[config.mk]
export PLATFORM = sky130hd
export DESIGN_NAME = mem_stage
export DESIGN_NICKNAME = d
export VERILOG_FILES = /design/src/rtl/mem_stage.sv
export SDC_FILE = /design/constraint.sdc
export NUM_CORES = 1
export LEC_CHECK = 0
export CAP_MARGIN = 10
export CORE_AREA = 2 2 151 153
export CTS_CLUSTER_DIAMETER = 60
export DETAILED_ROUTE_END_ITERATION = 7
export DIE_AREA = 0 0 153 155
export PLACE_DENSITY = 0.76
export SYNTH_ARGS = -nofsm -noshare
export SYNTH_HDL_FRONTEND = slang
export SYNTH_SLANG_ARGS = --single-unit
[constraint.sdc]
create_clock -name clk -period 1.95 [get_ports clk]
set_input_delay 0.195 -clock clk [delete_from_list [all_inputs] [get_ports clk]]
set_output_delay 0.195 -clock clk [all_outputs]
set_load 0.02 [all_outputs]
[src/rtl/mem_stage.sv]
// mem_stage: MIPS memory-access stage with req/ack data bus and MEM/WB register.
// Formats loads/stores, stalls upstream while a bus access is open, aborts on timeout.
//
// Ports:
//   clk, rst (async, active low)
//   EXE/MEM in : valid_in, alu_res_in, store_data_in, pc8_in, mem_re_in,
//                mem_we_in, mem_size_in, mem_sign_in, wdata_src_in,
//                reg_we_in, reg_addr_in
//   bus        : dmem_req, dmem_we, dmem_addr, dmem_be, dmem_wdata,
//                dmem_ack, dmem_rdata
//   control    : stall_out
//   MEM/WB out : wb_valid, wb_reg_we, wb_addr, wb_data, addr_err, bus_err
// Build option: MEM_STAGE_ALIGN_CHECK_EN enables misaligned-access trapping.

module mem_stage #(
  parameter int unsigned TIMEOUT = 255
) (
  input  logic        clk,
  input  logic        rst,
  input  logic        valid_in,
  input  logic [31:0] alu_res_in,
  input  logic [31:0] store_data_in,
  input  logic [31:0] pc8_in,
  input  logic        mem_re_in,
  input  logic        mem_we_in,
  input  logic [1:0]  mem_size_in,
  input  logic        mem_sign_in,
  input  logic [1:0]  wdata_src_in,
  input  logic        reg_we_in,
  input  logic [4:0]  reg_addr_in,
  output logic        dmem_req,
  output logic        dmem_we,
  output logic [31:0] dmem_addr,
  output logic [3:0]  dmem_be,
  output logic [31:0] dmem_wdata,
  input  logic        dmem_ack,
  input  logic [31:0] dmem_rdata,
  output logic        stall_out,
  output logic        wb_valid,
  output logic        wb_reg_we,
  output logic [4:0]  wb_addr,
  output logic [31:0] wb_data,
  output logic        addr_err,
  output logic        bus_err
);

  typedef enum logic {IDLE, BUS} state_t;

  localparam int CW = 10;
  localparam logic [CW-1:0] TO_LAST = CW'(TIMEOUT - 1);

  state_t        state;
  logic [CW-1:0] cnt;

  logic [31:0] l_addr;
  logic [31:0] l_pc8;
  logic [1:0]  l_size;
  logic [1:0]  l_src;
  logic        l_sign;
  logic        l_reg_we;
  logic [4:0]  l_rd;

  logic        mem_op;
  logic        aligned;
  logic        timeout_hit;
  logic [7:0]  ld_b;
  logic [15:0] ld_h;
  logic [31:0] ld_data;

  function automatic logic [3:0] lane_mask(
    input logic [1:0] sz,
    input logic [1:0] a
  );
    unique case (1'b1)
      sz == 2'b00: lane_mask = 4'b0001 << a;
      sz == 2'b01: lane_mask = a[1] ? 4'b1100 : 4'b0011;
      default:     lane_mask = 4'b1111;
    endcase
  endfunction

  function automatic logic [31:0] st_fmt(
    input logic [1:0]  sz,
    input logic [31:0] sd
  );
    unique case (1'b1)
      sz == 2'b00: st_fmt = {4{sd[7:0]}};
      sz == 2'b01: st_fmt = {2{sd[15:0]}};
      default:     st_fmt = sd;
    endcase
  endfunction

  function automatic logic [31:0] wb_pick(
    input logic [1:0]  src,
    input logic [31:0] alu,
    input logic [31:0] ld,
    input logic [31:0] pc8
  );
    unique case (1'b1)
      src == 2'b01: wb_pick = ld;
      src == 2'b10: wb_pick = pc8;
      default:      wb_pick = alu;
    endcase
  endfunction

  assign mem_op = valid_in & (mem_re_in | mem_we_in);

`ifdef MEM_STAGE_ALIGN_CHECK_EN
  assign aligned = ~((mem_size_in == 2'b01 & alu_res_in[0]) |
                     (mem_size_in[1] & (|alu_res_in[1:0])));
`else
  assign aligned = 1'b1;
`endif

  assign timeout_hit = (state == BUS) & (cnt == TO_LAST);

  // Gated by rst so the stall drops the moment reset asserts.
  assign stall_out = rst &
    (((state == IDLE) & mem_op & aligned) |
     ((state == BUS) & ~dmem_ack & ~timeout_hit));

  always_comb begin
    ld_b = dmem_rdata[{l_addr[1:0], 3'b000} +: 8];
    ld_h = l_addr[1] ? dmem_rdata[31:16] : dmem_rdata[15:0];
    unique case (1'b1)
      l_size == 2'b00: ld_data = {{24{l_sign & ld_b[7]}}, ld_b};
      l_size == 2'b01: ld_data = {{16{l_sign & ld_h[15]}}, ld_h};
      default:         ld_data = dmem_rdata;
    endcase
  end

  always_ff @(posedge clk or negedge rst) begin
    if (!rst) begin
      state      <= IDLE;
      cnt        <= '0;
      l_addr     <= '0;
      l_pc8      <= '0;
      l_size     <= '0;
      l_src      <= '0;
      l_sign     <= 1'b0;
      l_reg_we   <= 1'b0;
      l_rd       <= '0;
      dmem_req   <= 1'b0;
      dmem_we    <= 1'b0;
      dmem_addr  <= '0;
      dmem_be    <= '0;
      dmem_wdata <= '0;
      wb_valid   <= 1'b0;
      wb_reg_we  <= 1'b0;
      wb_addr    <= '0;
      wb_data    <= '0;
      addr_err   <= 1'b0;
      bus_err    <= 1'b0;
    end else begin
      addr_err <= 1'b0;
      bus_err  <= 1'b0;
      unique case (state)
        IDLE: begin
          if (mem_op & aligned) begin
            state      <= BUS;
            cnt        <= '0;
            l_addr     <= alu_res_in;
            l_pc8      <= pc8_in;
            l_size     <= mem_size_in;
            l_src      <= wdata_src_in;
            l_sign     <= mem_sign_in;
            l_reg_we   <= reg_we_in;
            l_rd       <= reg_addr_in;
            dmem_req   <= 1'b1;
            dmem_we    <= mem_we_in;
            dmem_addr  <= {alu_res_in[31:2], 2'b00};
            dmem_be    <= lane_mask(mem_size_in, alu_res_in[1:0]);
            dmem_wdata <= st_fmt(mem_size_in, store_data_in);
            wb_valid   <= 1'b0;
            wb_reg_we  <= 1'b0;
          end else begin
            // Here a memory op can only be a trapped misaligned one.
            wb_valid  <= valid_in;
            wb_reg_we <= valid_in & reg_we_in & ~mem_op;
            wb_addr   <= reg_addr_in;
            wb_data   <= wb_pick(wdata_src_in, alu_res_in,
                                 ld_data, pc8_in);
`ifdef MEM_STAGE_ALIGN_CHECK_EN
            addr_err  <= mem_op;
`endif
          end
        end
        BUS: begin
          cnt <= cnt + 1'b1;
          if (dmem_ack | timeout_hit) begin
            state      <= IDLE;
            dmem_req   <= 1'b0;
            dmem_we    <= 1'b0;
            dmem_addr  <= '0;
            dmem_be    <= '0;
            dmem_wdata <= '0;
            wb_valid   <= 1'b1;
            wb_reg_we  <= l_reg_we & dmem_ack;
            wb_addr    <= l_rd;
            wb_data    <= wb_pick(l_src, l_addr, ld_data, l_pc8);
            bus_err    <= ~dmem_ack;
          end else begin
            wb_valid  <= 1'b0;
            wb_reg_we <= 1'b0;
          end
        end
        default: state <= IDLE;
      endcase
    end
  end

endmodule

==> metrics.md, run 1 <==
| Metric | Value |
|---|---|
| Finish-stage setup viols | 103 |
| Slew Limit Fails | 0 |
| Synthesized area per cell | 9.14 um^2 |
| RePlAce Congestion | 0.930 |
| Root Buffer | clkbuf_16 |
| LEAKAGE | 6.48 nW |
| WP data required | 1.75 ns |
| H-tree depth | 4 |
| I/O Pins | 257 |
| Top layer in use | met4 |
| Unique cell type count in the Yosys netlist | 52 |
| Worst-Margin Slew | 0.612 ns |
| # DRC | 0 |
| Synth-to-Final Area Change | 50.0% |
| Max VDD drop | 0.577 mV |
| Crit-path max FO | 2 |
| CTS clock-pin slew for the worst setup and hold paths | 0.07 ns |
| DR WL/cell | 21.4 um |
| Via/cell ratio | 5.83 |
| Largest net degree at the start of global routing | 106 |
| Vias in the first global route | 9814 |
| Async set-reset flop share out of synthesis | 100% |
| Layout Skew | 0.00945 ns |
| Met2 wire length | 16.5 mm |
| Initial antenna violation count | 1 |
| CP endpoint kind | output pin |
| WL met3 | 2.89 mm |
| CP max stage delay | 0.39 ns |
| Clock buffer depth | 2 |
| DIE AREA | 23700 um^2 |
| Post-layout minimum cycle time | 2.36 ns |
| Core area | 22200 um^2 |
| #FFs+latches synth | 194 |
| Buf+Inv Stages, Crit Path | 3 |
| Tot GR Track Use | 29.6% |
| M1 WL | 14.5 mm |
| Clock Latency Late Sink | 0.44 ns |
| Synthesized instance count | 1054 |
| Achievable Freq | 0.424 GHz |
| Primary FF master, synth | dfrtp_1 |
| RSZ-0062 raised after global routing | yes |
| Max_cap viols | 0 |
| Max-slew headroom | 59.2% |
| Initial Util | 43.3% |
| Cell row count | 55 |
| GRT overflow | 0 |
| TritonCTS buffer count | 17 |
| Antenna Nets Post-Route | 0 |
| Startpoint Class | flop |
| Die extent in x | 153 um |
| Warnings, synthesis | 0 |
| Nets | 1513 |
| Arrival @ worst endpoint | 2.16 ns |
| Cell family with most CP delay | simple AND/OR/NAND/NOR gates |
| Post-synth EDFFs | 0 |
| Synthesized cell area | 9630 um^2 |
| CTS tree | yes |
| Critical Path, Cell by Cell | inv_1, ha_1, or3b_4, or3_4, o21ai_4, inv_4, and2_4, buf_6 |
| # clock sinks | 194 |
| Hold Vio Cnt, Final | 0 |
| Crit Path Class | flop to output pin |
| HP Class | input port to flop |
| Setup TNS | -25.73 ns |
| Slowest cell on the critical path | dfrtp_1 |
| DRT iter0 DRCs | 924 |
| I/O Buffers | 253 |
| Power Density | 1090 nW/um^2 |
| Violated checks | negative setup slack |
| Sequential area share after synthesis | 50.4% |
| Final period utilization | 121% |
| DR pass1 iterations | 7 |
| Vias | 9691 |
| Util after Layout | 65.0% |
| Drt total wl | 35.5 mm |
| First-pass GRT wire length | 54.8 mm |
| Die H | 155 um |
| Worst setup margin | -0.408 ns |
| Outcome | finished, violations left |
| Share of post-route cells with drive strength above 1 | 13.2% |
| Detailed Place HPWL | 23.2 mm |
==> cell families (layout without fill, tap and decap cells) <==
| family | count (synthesis) | count (layout) | share of synthesized area (%) |
|---|---|---|---|
| buffers and inverters | 100 | 419 | 4.20 |
| adders and majority gates | 6 | 6 | 0.779 |
| and+or+nand+nor | 439 | 439 | 19.8 |
| AOI/OAI and AO/OA | 285 | 285 | 21.4 |
| muxes | 28 | 28 | 3.30 |
| DFF | 194 | 194 | 50.4 |
| other | 1 | 4 | 0.0389 |
| xor gates and xnor gates | 1 | 1 | 0.0909 |
==> state kept, by name, summed over array words and instances (netlist names) <==
name / cells
bus_err: 1
dmem_be: 4
l_pc8: 32
wb_valid: 1
dmem_addr: 30
wb_reg_we: 1
l_src: 2
l_rd: 5
state: 1
dmem_wdata: 32
wb_data: 32
l_addr: 32
l_size: 2
dmem_req: 1
cnt: 10
wb_addr: 5
dmem_we: 1
l_reg_we: 1
l_sign: 1
==> placed cells by master (no fill, tap or decap), types with 8 or more instances in the layout <==
cell type,n
buf_4,75
o211ai_1,8
mux2i_1,25
o22ai_1,9
o21ai_1,19
a221oi_1,21
buf_6,11
o221ai_1,18
buf_16,9
a22oi_1,12
dfrtp_1,194
nand2b_1,43
a31oi_1,9
a222oi_1,8
o21ai_0,59
inv_1,13
a22o_1,65
a211oi_1,8
buf_12,21
nor2_1,32
and3_1,17
and2_1,9
clkdlybuf4s50_1,251
nand2_1,297
a21oi_1,10
nor2b_1,8
clkbuf_16,18
==> worst register-to-register path, delay by kind of cell (launching register included) <==
family	cells	cell delay [ns]
compound gates	3	0.53
flops	1	0.39
buf+inv	4	0.43
fa+ha+maj	1	0.13
simple gates	2	0.72
==> repair_timing <==
action | CTS | global route
hold buffers | 1 | 0
buffers inserted | 15 | 5
endpoints found under the setup margin | 103 | 121
hold endpoints to repair | 194 | 0
pin swaps | 7 | 13
gates resized for setup | 40 | 33
cloned | 11 | 1
==> power breakdown <==
group / internal (mW) / leakage [nW] / switching (mW) / total, mW
Sequential: 4.91 / 2.45 / 0.604 / 5.52
Combinational: 2.91 / 3.69 / 3.16 / 6.07
Clock: 2.51 / 0.337 / 1.68 / 4.19
==> synth_stat cells (all sizes together) (6+ instances only) <==
master | instances | share of area (%)
nand2 | 302 | 12
dfrtp | 194 | 50
o21ai | 80 | 4.2
clkbuf | 67 | 2.6
a22o | 65 | 5.9
nand2b | 43 | 2.8
nor2 | 34 | 1.3
mux2i | 25 | 2.6
a221oi | 21 | 1.9
o221ai | 20 | 1.8
buf | 18 | 1.0
and3 | 17 | 1.1
a21oi | 14 | 0.73
inv | 14 | 0.55
a22oi | 12 | 0.94
and2 | 11 | 0.71
a211oi | 10 | 0.78
a31oi | 9 | 0.58
o22ai | 9 | 0.58
a222oi | 8 | 0.83
nor2b | 8 | 0.52
o211ai | 8 | 0.62
nand3 | 7 | 0.36
ha | 6 | 0.78
o31ai | 6 | 0.47
==> final timing paths <==
kind / endpoint / slack [ns] / startpoint / cells past startpoint
min reg2reg: l_addr[26] / 0.47 / l_addr[26] / 2
max reg2reg: wb_data[9] / -0.36 / cnt[0] / 10
min in group asynchronous: l_addr[16] / 0.34 / rst / 3
max in group asynchronous: dmem_be[0] / 1.08 / rst / 3
max: stall_out / -0.41 / cnt[0] / 8
min: l_rd[3] / 0.29 / reg_addr_in[3] / 3
==> per-layer routing <==
layer	global-route usage, %	vias up
met5	0	-
met4	15.3	0
met3	6.99	97
met2	46.7	535
met1	38.1	4719
li1	-	4340
==> per-stage QoR <==
| step | setup WS [ns] | hold WS, ns | instances | power, mW | instance area (um^2) |
|---|---|---|---|---|---|
| 2_1_floorplan | -0.117 | -0.101 | 1056 | 8.22 | 9650 |
| 3_3_place_gp | -0.359 | 0.317 | 1599 | 10.9 | 13100 |
| 3_5_place_dp | -0.380 | 0.313 | 1599 | 11.0 | 13100 |
| 4_1_cts | -0.441 | 0.288 | 1657 | 15.6 | 14300 |
| 5_1_grt | -0.468 | 0.317 | 1661 | 16.5 | 14500 |
| 6_report | -0.408 | 0.293 | 1661 | 15.8 | 14500 |
==> cell type report <==
type | count | area, um^2
Antenna cell | 1 | 2.50
Tap cell | 285 | 357
Sequential cell | 194 | 4850
Timing Repair Buffer | 372 | 3960
Clock buffer | 19 | 453
Multi-Input combinational cell | 762 | 4520
Fill cell | 1737 | 7780
Clock inverter | 13 | 243
Inverter | 15 | 58.8
Power figures use the tool's default switching activity.
==> inputs of run 2 (changes only) <==
==> config.mk (replaced) <==
export PLATFORM = sky130hd
export DESIGN_NAME = mem_stage
export DESIGN_NICKNAME = d
export VERILOG_FILES = /design/src/rtl/mem_stage.sv
export SDC_FILE = /design/constraint.sdc
export NUM_CORES = 1
export LEC_CHECK = 0
export ABC_CLOCK_PERIOD_IN_PS = 1950
export CAP_MARGIN = 10
export CORE_AREA = 2 2 159 161
export CTS_CLUSTER_DIAMETER = 60
export DETAILED_ROUTE_END_ITERATION = 7
export DIE_AREA = 0 0 161 163
export PLACE_DENSITY = 0.7
export SYNTH_ARGS = -nofsm -noshare
export SYNTH_HDL_FRONTEND = slang
export SYNTH_SLANG_ARGS = --single-unit
==> run 2 against run 1 <==
Against the previous run: the flow still finishes with violations (negative setup slack); combinational power shrank 4.0%; utilization shrank 7.8 points; non-clock buffer count is 20 lower; sequential share of layout area up 0.80 points; final area down 2.3%; fmax is 0.80% lower; power down 4.2%; worst setup slack lost 0.019 ns; flip-flop and latch count stayed put; via count fell by 3.0%; wire length decreased by 2.7%; critical path type unchanged; critical endpoint unchanged.
==> metrics.md, run 2 (synthesized netlist as in run 1, its figures left out) <==
| Metric | Value |
|---|---|
| Clock buffer depth | 2 |
| DIE AREA | 26200 um^2 |
| Clock Latency Late Sink | 0.44 ns |
| Via/cell ratio | 5.58 |
| Setup TNS | -15.69 ns |
| Core area | 24700 um^2 |
| Antenna Nets Post-Route | 0 |
| Slowest cell on the critical path | dfrtp_1 |
| DRT iter0 DRCs | 833 |
| Die H | 163 um |
| Non-filler cells, final | 1685 |
| Vias | 9402 |
| HP Class | input port to flop |
| TritonCTS buffer count | 17 |
| LEAKAGE | 6.29 nW |
| Most common cell after layout, fill and taps aside | nand2_1 |
| Startpoint Class | flop |
| # clock sinks | 194 |
| Logic pwr share | 38.6% |
| # DRC | 0 |
| Final hold slack | 0.316 ns |
| Sw Ratio | 35.2% |
| Vias in the first global route | 9385 |
| Root Buffer | clkbuf_16 |
| CTS tree | yes |
| Nets | 1493 |
| Drt total wl | 34.5 mm |
| CP endpoint kind | output pin |
| Worst setup margin | -0.427 ns |
| Max VDD drop | 0.600 mV |
| First-pass GRT wire length | 52.9 mm |
| I/O Pins | 257 |
| Slew Limit Fails | 0 |
| Worst-Margin Slew | 0.822 ns |
| Max_cap viols | 0 |
| Inst Count DP | 1635 |
| Largest net degree at the start of global routing | 140 |
| Detailed Place HPWL | 23.2 mm |
| Share of post-route cells with drive strength above 1 | 11.5% |
| Total Power | 15.1 mW |
| GRT overflow | 0 |
| Violated checks | negative setup slack |
| Initial antenna violation count | 0 |
| Initial Util | 39.0% |
| Max-slew headroom | 45.2% |
| DR pass1 iterations | 6 |
| Post-layout minimum cycle time | 2.38 ns |
| Layout Skew | 0.0129 ns |
| Placement-stage cell area | 13000 um^2 |
| Tot GR Track Use | 26.0% |
| WP data required | 1.75 ns |
| Most frequent cells in the layout | nand2_1 (298), clkdlybuf4s50_1 (251), dfrtp_1 (194) |
| RePlAce Congestion | 0.895 |
| Ant diodes | 0 |
| Final period utilization | 122% |
| R2R depth | 10 |
| RSZ-0062 raised after global routing | yes |
| I/O Buffers | 253 |
| Hold Vio Cnt, Final | 0 |
| CTS clock-pin slew for the worst setup and hold paths | 0.08 ns |
| Seq pwr share | 36.3% |
| Arrival @ worst endpoint | 2.18 ns |
| Crit Path Class | flop to output pin |
| Internal power | 9.79 mW |
| Synth-to-Final Area Change | 46.5% |
| Switch Pwr | 5.32 mW |
| Critical Path, Cell by Cell | inv_1, ha_1, or3b_4, or3_4, o21ai_4, inv_4, and2_4, buf_6 |
| Cell row count | 58 |
| Clock network power share | 25.1% |
| Crit-path max FO | 2 |
| Hold depth | 3 |
| Post-route cell area | 14100 um^2 |
| Power Density | 1070 nW/um^2 |
| Finish-stage setup viols | 101 |
| Die extent in x | 161 um |
| Achievable Freq | 0.421 GHz |
| DR WL/cell | 20.5 um |
| CP max stage delay | 0.38 ns |
| Outcome | finished, violations left |
| H-tree depth | 4 |
run 2: worst max-delay path: cells and delay by family (launching register included):
family | cells | cell delay (ns)
AOI/OAI and AO/OA | 1 | 0.10
adders and majority gates | 1 | 0.13
buffers and inverters | 3 | 0.23
DFF | 1 | 0.38
and+or+nand+nor | 3 | 0.90
run 2: power groups by stage:
stage	registers (mW)	clock network (mW)	logic (mW)
after floorplan	6.07	0	2.15
after global placement	5.54	0	5.32
after detailed placement	5.54	0	5.42
after CTS	5.48	3.83	5.74
after global routing	5.60	3.99	6.22
final	5.49	3.79	5.83
run 2: through the flow:
step | setup slack, ns | utilization [%]
2_1_floorplan | -0.117 | -
3_3_place_gp | -0.357 | 52.8
3_5_place_dp | -0.427 | 52.8
4_1_cts | -0.454 | 56.8
5_1_grt | -0.513 | 57.2
6_report | -0.427 | 57.2
run 2: cell type report:
class | count | area [um^2]
Fill cell | 2167 | 10600
Inverter | 15 | 58.8
Clock buffer | 20 | 457
Clock inverter | 12 | 169
Multi-Input combinational cell | 762 | 4490
Timing Repair Buffer | 352 | 3670
Tap cell | 330 | 413
Sequential cell | 194 | 4850
run 2: worst paths after layout:
check                           endpoint  slack, ns  startpoint
setup / recovery               stall_out      -0.43      cnt[0]
hold / removal                 l_pc8[22]       0.32  pc8_in[22]
max in group asynchronous  dmem_addr[29]       0.82         rst
setup reg to reg              wb_data[5]      -0.41      cnt[0]
min in group asynchronous     wb_data[2]       0.46         rst
hold reg to reg               l_addr[27]       0.47  l_addr[27]
run 2: metal layers:
layer / track usage [%] / vias up / wire (um)
met5: 0 / - / 0
li1: - / 4294 / -
met3: 5.25 / 78 / 2360
met2: 42.4 / 424 / 16600
met4: 10.1 / 0 / 1200
met1: 34.1 / 4606 / 14400
run 2: repair_timing:
action	CTS	global route
pin swaps	3	12
buffers inserted	7	2
endpoints found under the hold margin	45	0
gates cloned	8	3
gates resized for setup	23	27
setup endpoints to repair	99	109
hold buffers	1	0
==> inputs of run 3 (changes only) <==
--- a/config.mk
+++ b/config.mk
@@ -7,10 +7,9 @@
 export LEC_CHECK = 0
 export ABC_CLOCK_PERIOD_IN_PS = 1950
 export CAP_MARGIN = 10
-export CORE_AREA = 2 2 159 161
-export CTS_CLUSTER_DIAMETER = 60
+export CORE_AREA = 3 3 160 162
 export DETAILED_ROUTE_END_ITERATION = 7
-export DIE_AREA = 0 0 161 163
+export DIE_AREA = 0 0 163 165
 export PLACE_DENSITY = 0.7
 export SYNTH_ARGS = -nofsm -noshare
 export SYNTH_HDL_FRONTEND = slang
==> run 3 against run 2 <==
Against the previous run: the run still ends with negative setup slack left; non-clock buffer count is 6 higher; sequential share of layout area is 0.26 points higher; die area is 2.5% higher; via count is 0.34% lower; critical path depth stayed put; utilization is 0.57 points higher; clock power hardly changed; clock skew is 0.0025 ns higher; combinational power is 2% lower.
==> metrics.md, run 3 (synthesized netlist as in run 1, its figures left out) <==
| Metric | Value |
|---|---|
| Synth-to-Final Area Change | 45.4% |
| Slew Limit Fails | 0 |
| Worst-Margin Slew | 0.787 ns |
| CTS tree | yes |
| Vias in the first global route | 9534 |
| CTS clock-pin slew for the worst setup and hold paths | 0.07 ns |
| Area of the multi-input gates | 4470 um^2 |
| Max-slew headroom | 47.6% |
| Die extent in x | 163 um |
| Largest net degree at the start of global routing | 120 |
| Switch Pwr | 5.31 mW |
| Worst setup margin | -0.452 ns |
| H-tree depth | 4 |
| I/O Pins | 257 |
| Startpoint Class | flop |
| R2R depth | 9 |
| Crit Path Class | flop to output pin |
| Seq pwr share | 36.7% |
| Max VDD drop | 0.601 mV |
| Layout Skew | 0.0154 ns |
| Antenna Nets Post-Route | 0 |
| Total Power | 15.0 mW |
| Achievable Freq | 0.416 GHz |
| R2r startpoint | cnt[0] |
| FF/Latch Area | 4850 um^2 |
| Post-layout minimum cycle time | 2.40 ns |
| Power Density | 1070 nW/um^2 |
| Most common cell after layout, fill and taps aside | nand2_1 |
| DR pass1 iterations | 6 |
| Layout filler cell count | 2150 |
| I/O Buffers | 253 |
| TritonCTS buffer count | 17 |
| Non-filler cells, final | 1686 |
| Sw Ratio | 35.4% |
| Cell row count | 57 |
| Outcome | finished, violations left |
| RePlAce Congestion | 0.916 |
| Finish-stage setup viols | 105 |
| DRT iter0 DRCs | 771 |
| Share of post-route cells with drive strength above 1 | 11.7% |
| Clock buffer depth | 2 |
| # clock sinks | 194 |
| Final hold slack | 0.188 ns |
| Core area | 24200 um^2 |
| Logic pwr share | 38.1% |
| Die H | 165 um |
| Vias | 9370 |
| GRT overflow | 0 |
| Drt total wl | 34.5 mm |
| Crit-path max FO | 2 |
| CP max stage delay | 0.38 ns |
| Hold Vio Cnt, Final | 0 |
| CP endpoint kind | output pin |
| Arrival @ worst endpoint | 2.21 ns |
| Initial Util | 39.7% |
| Post-route cell area | 14000 um^2 |
| Tot GR Track Use | 25.6% |
| Clock network power share | 25.2% |
| Placement-stage cell area | 13000 um^2 |
| Critical Path, Cell by Cell | inv_1, ha_1, or3b_1, or3_4, o21ai_4, inv_2, and2_4, buf_2 |
| Detailed Place HPWL | 24.1 mm |
| Slowest cell on the critical path | dfrtp_1 |
| WP data required | 1.75 ns |
| Nets | 1500 |
| Ant diodes | 0 |
| Clock Latency Late Sink | 0.44 ns |
| Final period utilization | 123% |
| Via/cell ratio | 5.56 |
| RSZ-0062 raised after global routing | yes |
| Initial antenna violation count | 1 |
| DIE AREA | 26900 um^2 |
| DR WL/cell | 20.5 um |
| Most frequent cells in the layout | nand2_1 (302), clkdlybuf4s50_1 (251), dfrtp_1 (194) |
| HP Class | input port to asynchronous set/reset pin |
| Violated checks | negative setup slack |
| R2R Setup Slk | -0.35 ns |
| # DRC | 0 |
| Root Buffer | clkbuf_16 |
| LEAKAGE | 6.27 nW |
| Max_cap viols | 0 |
| Worst r2r dst | wb_data[5] |
| Internal power | 9.68 mW |
| Inst Count DP | 1637 |
| First-pass GRT wire length | 53.1 mm |
## run 3: metrics by stage
| stage | worst slack (ns) | TNS [ns] | utilization, % |
|---|---|---|---|
| finish | -0.452 | -15.35 | 57.8 |
| global placement | -0.395 | -11.95 | 53.7 |
| global route | -0.505 | -23.32 | 57.8 |
| CTS | -0.463 | -13.43 | 57.7 |
| detailed placement | -0.401 | -15.05 | 53.7 |
| floorplan | -0.117 | -2.56 | - |
## run 3: routing by layer
| layer | up-vias | wire length, um | track usage, % |
|---|---|---|---|
| li1 | 4318 | - | - |
| met1 | 4540 | 14000 | 32.8 |
| met2 | 430 | 16500 | 42.2 |
| met3 | 80 | 2670 | 4.94 |
| met4 | 2 | 1360 | 11.3 |
| met5 | - | 12 | 0 |
## run 3: worst max-delay path: cells and delay by family, from the launching register on
| family | cells | cell delay, ns |
|---|---|---|
| flops | 1 | 0.38 |
| buf+inv | 3 | 0.30 |
| fa+ha+maj | 1 | 0.12 |
| compound gates | 1 | 0.10 |
| simple gates | 3 | 0.87 |
## run 3: area by class of cell
class | count | share of cell area, %
Clock inverter | 15 | 1.39
Inverter | 15 | 0.402
Clock buffer | 17 | 3.04
Sequential cell | 194 | 34.7
Timing Repair Buffer | 358 | 25.7
Multi-Input combinational cell | 763 | 31.9
Tap cell | 324 | 2.89
## run 3: power groups by stage
stage / clock [mW] / combinational [mW] / sequential (mW)
floorplan: 0 / 2.15 / 6.07
global placement: 0 / 5.34 / 5.54
detailed placement: 0 / 5.42 / 5.55
CTS: 3.82 / 5.69 / 5.49
global route: 3.98 / 6.15 / 5.61
finish: 3.78 / 5.71 / 5.50
## run 3: how the worst max path moves through the flow
| stage | startpoint | to | slack [ns] |
|---|---|---|---|
| floorplan | cnt[0] | wb_data[5] | -0.12 |
| global placement | cnt[0] | stall_out | -0.40 |
| detailed placement | cnt[0] | stall_out | -0.40 |
| CTS | cnt[0] | stall_out | -0.46 |
| global route | cnt[0] | stall_out | -0.50 |
| finish | cnt[0] | stall_out | -0.45 |
## run 3: timing repair
action	in CTS	in global routing
hold endpoints to repair	15	0
resized for setup	23	11
gates cloned	7	0
pin swaps	2	2
hold buffers	1	0
endpoints found under the setup margin	101	108
buffers inserted	8	3
